===== config.mk =====
export PLATFORM = sky130hd
export DESIGN_NAME = kf_step_seq
export DESIGN_NICKNAME = d
export VERILOG_FILES = /design/src/rtl/kf_step_seq_pkg.sv /design/src/rtl/kf_step_seq_join2.sv /design/src/rtl/kf_step_seq.sv
export SDC_FILE = /design/constraint.sdc
export NUM_CORES = 1
export LEC_CHECK = 0
export ABC_CLOCK_PERIOD_IN_PS = 2500
export CAP_MARGIN = 20
export CELL_PAD_IN_SITES_DETAIL_PLACEMENT = 0
export CELL_PAD_IN_SITES_GLOBAL_PLACEMENT = 1
export CORE_MARGIN = 10
export CORE_UTILIZATION = 40
export DETAILED_ROUTE_END_ITERATION = 10
export DONT_BUFFER_PORTS = 1
export PLACE_DENSITY_LB_ADDON = 0.1
export SETUP_SLACK_MARGIN = 0.5
export SLEW_MARGIN = 20
export SYNTH_ARGS = -nofsm -noshare
export SYNTH_HDL_FRONTEND = slang
export SYNTH_HIERARCHICAL = 1
export SYNTH_SLANG_ARGS = --single-unit

===== constraint.sdc =====
create_clock -name clk -period 2.5 [get_ports clk]
set_clock_uncertainty 0.2 [all_clocks]
set_input_delay 0.5 -clock clk [delete_from_list [all_inputs] [get_ports clk]]
set_output_delay 0.5 -clock clk [all_outputs]
set_load 0.01 [all_outputs]

===== src/rtl/kf_step_seq_pkg.sv =====
// Shared definitions for the Kalman step sequencer: stage indices,
// state encodings and small decode helpers used by the top level.
package kf_step_seq_pkg;

    // Number of stage blocks driven by the sequencer
    localparam int KF_NSTG = 5;

    // Stage indices into st_start / st_done
    localparam int KF_ST_PX   = 0;  // predict state vector
    localparam int KF_ST_PP   = 1;  // predict covariance
    localparam int KF_ST_EST  = 2;  // estimated output
    localparam int KF_ST_GAIN = 3;  // Kalman gain
    localparam int KF_ST_UPD  = 4;  // state / covariance update

    // State encodings; IDLE is zero so a cleared register reads as IDLE
    localparam logic [3:0] S_IDLE      = 4'd0;
    localparam logic [3:0] S_PRED      = 4'd1;
    localparam logic [3:0] S_PRED_WAIT = 4'd2;
    localparam logic [3:0] S_MEAS      = 4'd3;
    localparam logic [3:0] S_CORR      = 4'd4;
    localparam logic [3:0] S_CORR_WAIT = 4'd5;
    localparam logic [3:0] S_UPD       = 4'd6;
    localparam logic [3:0] S_UPD_WAIT  = 4'd7;
    localparam logic [3:0] S_DONE      = 4'd8;

    typedef logic [KF_NSTG-1:0] stage_vec_t;

    // Launch pulses owned by each one-cycle issue state
    function automatic stage_vec_t stage_starts(input logic [3:0] st);
        stage_vec_t v;
        v = '0;
        case (st)
            S_PRED: begin
                v[KF_ST_PX] = 1'b1;
                v[KF_ST_PP] = 1'b1;
            end
            S_CORR: begin
                v[KF_ST_EST]  = 1'b1;
                v[KF_ST_GAIN] = 1'b1;
            end
            S_UPD:   v[KF_ST_UPD] = 1'b1;
            default: v = '0;
        endcase
        return v;
    endfunction

    // States in which the sequencer waits on an external event
    function automatic logic is_wait(input logic [3:0] st);
        return (st == S_PRED_WAIT) || (st == S_MEAS) ||
               (st == S_CORR_WAIT) || (st == S_UPD_WAIT);
    endfunction

endpackage


===== src/rtl/kf_step_seq_join2.sv =====
// kf_join2: two-input done latch. While enabled it remembers which of the
// two stage dones has been seen; all_done rises as soon as both have been
// seen, counting a done arriving in the current cycle. A held done level
// simply keeps its bit set, so it counts once. The latch is emptied by clr.
module kf_join2 (
    input  logic       clk,
    input  logic       rst_n,
    input  logic       clr,
    input  logic       en,
    input  logic [1:0] done_in,
    output logic       all_done
);

    logic [1:0] seen;

    // Accumulate dones while enabled; forget them on clear or reset
    always_ff @(posedge clk) begin
        if (!rst_n || clr) begin
            seen <= 2'b00;
        end else if (en) begin
            seen <= seen | done_in;
        end
    end

    assign all_done = en & (&(seen | done_in));

endmodule


===== src/rtl/kf_step_seq.sv =====
// kf_step_seq: sequencer for one fixed-point Kalman iteration.
// Launches predict-x/predict-P, waits for a measurement, launches
// est-output/gain, then update, and reports completion. Owns no arithmetic.
//
// Optional watchdog: define KF_SEQ_WDOG_EN to bound every wait state to
// WDOG_CYC cycles; expiry forces DONE with err=1. Without the macro err is 0
// and the wait states wait indefinitely.
//
// Measurement handshake: meas_ready is high exactly while the sequencer sits
// in MEAS; a measurement is accepted on a rising clock edge where both
// meas_valid and meas_ready are high, and meas_valid may be raised before
// meas_ready (it is then accepted on the first MEAS cycle).
module kf_step_seq
    import kf_step_seq_pkg::*;
#(
    parameter int ITER_W   = 16,
    parameter int WDOG_CYC = 255
) (
    input  logic               clk,
    input  logic               rst_n,
    input  logic               start,
    input  logic               predict_only,
    input  logic               meas_valid,
    output logic               meas_ready,
    output logic [KF_NSTG-1:0] st_start,
    input  logic [KF_NSTG-1:0] st_done,
    output logic               busy,
    output logic               done,
    output logic               err,
    output logic [3:0]         state_o,
    output logic [ITER_W-1:0]  iter_cnt
);

    logic [3:0] state;
    logic [3:0] state_nxt;
    logic       po_q;
    logic       pred_en;
    logic       corr_en;
    logic       pred_all;
    logic       corr_all;
    logic       abort;
    logic       finish_ok;

    assign pred_en = (state == S_PRED_WAIT);
    assign corr_en = (state == S_CORR_WAIT);

    // Join of predict-x and predict-P completions
    kf_join2 u_pred_join (
        .clk      (clk),
        .rst_n    (rst_n),
        .clr      (~pred_en),
        .en       (pred_en),
        .done_in  (st_done[KF_ST_PP:KF_ST_PX]),
        .all_done (pred_all)
    );

    // Join of est-output and gain completions
    kf_join2 u_corr_join (
        .clk      (clk),
        .rst_n    (rst_n),
        .clr      (~corr_en),
        .en       (corr_en),
        .done_in  (st_done[KF_ST_GAIN:KF_ST_EST]),
        .all_done (corr_all)
    );

    // Next-state logic; a watchdog abort overrides any normal transition
    always_comb begin
        state_nxt = state;
        case (state)
            S_IDLE:      if (start) state_nxt = S_PRED;
            S_PRED:      state_nxt = S_PRED_WAIT;
            S_PRED_WAIT: if (pred_all) state_nxt = po_q ? S_DONE : S_MEAS;
            S_MEAS:      if (meas_valid) state_nxt = S_CORR;
            S_CORR:      state_nxt = S_CORR_WAIT;
            S_CORR_WAIT: if (corr_all) state_nxt = S_UPD;
            S_UPD:       state_nxt = S_UPD_WAIT;
            S_UPD_WAIT:  if (st_done[KF_ST_UPD]) state_nxt = S_DONE;
            S_DONE:      state_nxt = S_IDLE;
            default:     state_nxt = S_IDLE;
        endcase
        if (abort) begin
            state_nxt = S_DONE;
        end
    end

    // State register
    always_ff @(posedge clk) begin
        if (!rst_n) begin
            state <= S_IDLE;
        end else begin
            state <= state_nxt;
        end
    end

    // Capture the predict-only mode together with an accepted start
    always_ff @(posedge clk) begin
        if (!rst_n) begin
            po_q <= 1'b0;
        end else if (state == S_IDLE && start) begin
            po_q <= predict_only;
        end
    end

    // An iteration counts only when it reaches DONE without an abort
    assign finish_ok = (state != S_DONE) && (state_nxt == S_DONE) && !abort;

    // Completed-iteration counter, wraps naturally at 2^ITER_W
    always_ff @(posedge clk) begin
        if (!rst_n) begin
            iter_cnt <= '0;
        end else if (finish_ok) begin
            iter_cnt <= iter_cnt + ITER_W'(1);
        end
    end

`ifdef KF_SEQ_WDOG_EN
    localparam int WD_W = $clog2(WDOG_CYC + 1);

    logic [WD_W-1:0] wd_cnt;
    logic            err_q;

    // Cycles spent in the current wait state; restarts on every state change
    always_ff @(posedge clk) begin
        if (!rst_n) begin
            wd_cnt <= '0;
        end else if (state_nxt != state) begin
            wd_cnt <= '0;
        end else if (is_wait(state) && wd_cnt != WD_W'(WDOG_CYC)) begin
            wd_cnt <= wd_cnt + WD_W'(1);
        end
    end

    assign abort = is_wait(state) && (wd_cnt == WD_W'(WDOG_CYC));

    // Abort flag: set with the forced DONE, held until the next start
    always_ff @(posedge clk) begin
        if (!rst_n) begin
            err_q <= 1'b0;
        end else if (state == S_IDLE && start) begin
            err_q <= 1'b0;
        end else if (abort) begin
            err_q <= 1'b1;
        end
    end

    assign err = err_q;
`else
    assign abort = 1'b0;
    assign err   = 1'b0;
`endif

    assign st_start   = stage_starts(state);
    assign meas_ready = (state == S_MEAS);
    assign busy       = (state != S_IDLE) && (state != S_DONE);
    assign done       = (state == S_DONE);
    assign state_o    = state;

endmodule

-- Word-level counts from Yosys, hierarchy flattened
Cells that the tools add are included.
- flip-flop bits (word level): 25
- bits of input ports: 10
- output and inout port bits: 29
- logic and storage cells: 42
- $add $sub $neg: 1
- equal/unequal tests: 10
- multiplexer cells: 10
- bitwise logic cells: 6
- reductions and logical operators: 10
- operator list (operator ; number):
    $pmux W4 S8 ; 1
    $mux W4 ; 6
    $add A16 B1 Y16 const B ; 1
    $eq A4 B3 Y1 const B ; 4
    $eq A4 B2 Y1 const B ; 2
    $eq A4 B4 Y1 const B ; 2
    $eq A4 B1 Y1 const B ; 1
    $logic_not A4 Y1 ; 1
    $mux W2 ; 2
    $ne A4 B4 Y1 const B ; 1
    $or A2 B2 Y2 ; 2
    $reduce_and A2 Y1 ; 2
    $reduce_bool A4 Y1 ; 1
    $logic_and A1 B1 Y1 ; 3
    $and A1 B1 Y1 ; 2
    $logic_or A1 B1 Y1 ; 2
    $not A1 Y1 ; 2
    $logic_not A1 Y1 ; 1
    $mux W1 ; 1

-- Depth between registers and ports, before layout
- depth after elaboration: 7
- gate-level depth with buffers: 10

-- By module
Netlist, hierarchy kept.
- by module, submodules not included (module ; instances ; cells an instance ; area an instance (um^2) ; seq. area each (um^2)):
    kf_step_seq ; 1 ; 141 ; 1147.4 ; 420.4
    kf_join2 ; 2 ; 8 ; 82.6 ; 40.0

-- Worst setup path after synthesis
Ideal clock, no wire load.
- path type: register to register
- start: register state[3], in the netlist state_o[3]
- end: register iter_cnt[10]
- setup time: 0.071 ns
- data arrival time: 2.219 ns
- data required time: 2.229 ns
- slack: 0.010 ns
- cell stages (with the launch flop): 10
- buffers on the path: 2
- period minus slack after synthesis: 2.490 ns
- path through: dfxtp_1 > buf_6 > or4b_4 > inv_1 > o221a_1 > nand2_1 > o32a_1 > buf_6 > or4_1 > a21oi_1
- cells in the longest elaborated chain, start to end: 6
- RTL lines (element ; RTL line ; text):
    start: declaration ; kf_step_seq.sv:34 ; logic [3:0] state;
    start signal: assignment ; kf_step_seq.sv:92 ; state <= state_nxt;
    $eq A4 B2 Y1 ; kf_step_seq.sv:44 ; assign pred_en = (state == S_PRED_WAIT);
    net pred_en ; kf_step_seq.sv:37 ; logic pred_en;
    $and A1 B1 Y1 ; kf_step_seq_join2.sv:25 ; assign all_done = en & (&(seen | done_in));
    net pred_all ; kf_step_seq.sv:39 ; logic pred_all;
    $mux W4 ; kf_step_seq.sv:73 ; S_PRED_WAIT: if (pred_all) state_nxt = po_q ? S_DONE : S_MEAS;
    $pmux W4 S8 ; kf_step_seq.sv:70 ; case (state)
    $eq A4 B4 Y1 ; kf_step_seq.sv:106 ; assign finish_ok = (state != S_DONE) && (state_nxt == S_DONE) && !abort;
    $logic_and A1 B1 Y1 ; kf_step_seq.sv:106 ;
    end signal: assignment ; kf_step_seq.sv:113 ; iter_cnt <= iter_cnt + ITER_W'(1);
    end: declaration ; kf_step_seq.sv:31 ; output logic [ITER_W-1:0] iter_cnt
The timed path passes the listed nets, and every way through them passes these cells.
A chain may end at the register's enable or synchronous reset.

-- Final worst setup path
- start: register state[2], in the netlist state_o[2]
- end: register iter_cnt[13]
Same word-level chain as after synthesis.

==> impl_metrics.csv <==
group,metric,value,unit
clock_tree,cts_hold_buf,0,
logic_synthesis,synth.area.top_cells,"dfxtp_1 38%, a21oi_1 8.0%, or4_1 6.3%, o31ai_1 5.7%, nor2_1 3.7%",
setup_path,crit_path_start,"state_o[2]",
placed_design,port_buffers,0,
setup_path,reg2reg_slack,-0.04,ns
setup_path,max_stage_delay,0.54,ns
min_path,hold_class,"in -> reg",
min_path,holdPathStages,2,
status,violations,"setup timing",
clock_tree,cts_inserted_buffers,3,
setup_path,crit_type,"reg -> reg",
floorplanning,core_area,3103,µm²
logic_synthesis,seq_area_frac_synth,38.13,%
run,cap_violations,0,
sta,hold_viol,0,
sta,setup_slack,-0.03724,ns
status,status,"finished with violations",
sta,rsz0062_at_grt,"yes",
power,switching_share,25.50,%
sta,setup_viol,9,
setup_path,worstSetupStartpointType,"register",
detailed_routing,routed_wirelength,4.075,mm
power,peakVddDrop,0.0002724,V
detailed_routing,route.detailed.drc,0,
finish,final_area,1768,µm²
sta,layout_min_cycle_time,2.537,ns
detailed_routing,drt-initial-drc-count,77,
floorplanning,die_y,77.28,µm
finish,drive_gt1_share,36.67,%
setup_path,slowest_stage,"or4b_4",
power,powerDensity,393.7,nW/µm²
placed_design,gp_congestion,0.8134,
setup_path,cp.depth,10,
logic_synthesis,ys_ff_latch,25,
detailed_routing,drt_first_pass_iters,4,
setup_path,reg2reg_depth,10,
setup_path,cpLargestDelayFamily,"compound AO/OA/AOI/OAI gates",
setup_path,worstPathMaxFanout,7,
setup_path,crit_chain,"or4b_4 -> inv_2 -> o221a_1 -> nand2_1 -> o32a_1 -> buf_4 -> buf_6 -> clkbuf_16 -> o31ai_4 -> a21oi_2",
setup_path,rr_startpoint,"state_o[2]",
detailed_routing,vias,1293,
placed_design,dp_cells,197,
finish,n_antenna_cell,0,
floorplanning,start_util,42.30,%
power,p_int,0.5186,mW
global_routing,antenna_found_initial,0,
placed_design,postPlaceCellArea,1371,µm²
global_routing,grt_pass1_vias,1157,
logic_synthesis,yosysTopAreaCellShare,38.13,%
clock_tree,clkLatencyLatePin,0.31,ns
sta,relSlewSlack,64.77,%
global_routing,grt_max_degree,18,
power,pwr-share-clk,25.8,%
sta,min_period_over_period,101.5,%
detailed_routing,detail-route-antenna-nets,0,
global_routing,grt_use_total,11.98,%
sta,whs,0.1015,ns
power,power_frac_seq,58.5,%
logic_synthesis,ys_warn_count,6,
setup_path,crit_required,2.51,ns
detailed_routing,post_drt_wl_per_cell,18.19,µm
floorplanning,io_pins,39,
global_routing,grt_remaining_overflow,0,
logic_synthesis,synth_area_per_cell,8.360,µm²
floorplanning,die_w,77.28,µm
setup_path,end_kind,"register",
floorplanning,rows,20,
power,p_total,0.6961,mW
logic_synthesis,synth_cells,157,
clock_tree,clock_tree.root_cell,"clkbuf_4",
setup_path,regToRegEndpoint,"iter_cnt[13]",
setup_path,endpoint,"iter_cnt[13]",
power,comb_power_share,15.7,%
detailed_routing,vias_per_cell,5.772,
clock_tree,clockBufferDepth,2,
global_routing,grt_first_pass_wirelength,5.954,mm
logic_synthesis,syn_area,1313,µm²
finish,synthToLayoutAreaGrowth,34.70,%
logic_synthesis,netlist-cell-type-count,37,
sta,setup_tns,-0.1918,ns
setup_path,arrival,2.55,ns
power,leakage,0.6314,nW
clock_tree,cts_tree,"done",
logic_synthesis,yosysTopAreaCell,"dfxtp_1",
finish,layout_commonest_cell,"dfxtp_1",
placed_design,place_hpwl,2.443,mm
finish,fin_nets,192,
finish,fin_cells,224,
sta,max_freq,394.1,MHz
sta,tightest_slew,0.5252,ns
clock_tree,clkTransAtPathRegs,0.14,ns
sta,slew_violations,0,
setup_path,worst-path-buf-inv,4,
finish,final_cell_mix,"22 x dfxtp_1, 20 x a21oi_1, 20 x buf_4",
finish,n_fill_cell,295,
power,p_sw,0.1775,mW
floorplanning,die_area,5972,µm²
clock_tree,htreeDepth,1,
clock_tree,clock_sinks,25,
logic_synthesis,syn-num-nets,168,
==> power groups by stage <==
stage | sequential, mW | clock [mW] | combinational [mW]
finish | 0.407 | 0.179 | 0.109
global route | 0.408 | 0.203 | 0.115
CTS | 0.407 | 0.186 | 0.0938
detailed placement | 0.415 | 0 | 0.0672
global placement | 0.415 | 0 | 0.0665
floorplan | 0.418 | 0 | 0.0505
==> stage by stage <==
stage	util (%)	worst slack, ns
global placement	44.19	0.08277
global route	56.98	-0.1022
floorplan	-	0.08234
detailed placement	44.19	0.02343
finish	56.98	-0.03724
CTS	51.17	0.02474
==> synth_stat cells <==
cell type and n:
inv_1 7, buf_6 2, clkbuf_1 5, nand3_1 5, nor2b_1 2, o32a_1 1
nand4_1 4, nor2_1 13, nand2b_4 2, o31ai_1 10, buf_4 3, and3_1 1
and3b_1 1, or4_1 11, nor3_1 2, dfxtp_1 25, a21oi_1 21, o221a_1 2
or4b_2 1, a31oi_1 1, or4b_4 1, buf_2 1, a311o_1 1, conb_1 1
mux2i_1 3, nor3b_1 1, nor4b_1 1, and4_1 2, nand3b_1 1, o21ai_0 4
nand2b_1 5, or3_1 4, nand2_1 9, o21a_1 1, xor2_1 1, ha_1 1
clkinv_1 1
==> registers in the layout (all words and copies together), names as in the netlist <==
name and count:
u_pred_join/seen 2, state_o 4, u_corr_join/seen 2, iter_cnt 16, po_q 1
==> layer usage <==
layer  wire length, µm  up-vias  track usage [%]
met1              1591      599            13.25
met2              1975       62            19.40
met5                 0        -                0
li1                  -      622                -
met4                73        0            3.467
met3               436       10            6.410
==> what timing repair did <==
item | 4_1_cts | 5_1_grt
endpoints found under the setup margin | 23 | 29
pin swaps | 2 | 13
setup buffers | 19 | 2
gates resized for setup | 8 | 34
cloned | 1 | 1
==> cell type report <==
type / instances / area (µm²) / share of cell area [%]
Multi-Input combinational cell: 113 / 847.1 / 47.91
Sequential cell: 25 / 504.2 / 28.52
Timing Repair Buffer: 30 / 301.5 / 17.06
Tap cell: 44 / 55.05 / 3.114
Inverter: 8 / 32.53 / 1.840
Clock buffer: 3 / 22.52 / 1.274
Clock inverter: 1 / 5.005 / 0.2831
==> worst min path at each step <==
| stage | slack, ns | start | end |
|---|---|---|---|
| floorplan | 0.24 | u_corr_join/seen[1] | u_corr_join/seen[1] |
| global placement | 0.25 | u_corr_join/seen[0] | u_corr_join/seen[0] |
| detailed placement | 0.27 | u_corr_join/seen[1] | u_corr_join/seen[1] |
| CTS | 0.08 | rst_n | u_corr_join/seen[0] |
| global route | 0.07 | rst_n | u_corr_join/seen[0] |
| finish | 0.10 | rst_n | u_corr_join/seen[0] |
==> worst register-to-register path, delay by kind of cell (launching register included) <==
| family | cells | cell delay, ns |
|---|---|---|
| compound gates | 4 | 0.75 |
| buf+inv | 4 | 0.50 |
| flops | 1 | 0.35 |
| simple gates | 2 | 0.62 |
==> kinds of logic (layout without fill, tap and decap cells) <==
family / count (synthesis) / in the layout / synth area share, %
and+or+nand+nor: 66 / 66 / 30.60
AOI/OAI and AO/OA: 41 / 41 / 19.54
DFF: 25 / 25 / 38.13
buffers and inverters: 19 / 42 / 7.531
muxes: 3 / 3 / 2.288
adders and majority gates: 1 / 1 / 0.9531
other: 1 / 1 / 0.2857
xor gates and xnor gates: 1 / 1 / 0.6674
No activity file was read; power rests on OpenSTA's default activity.
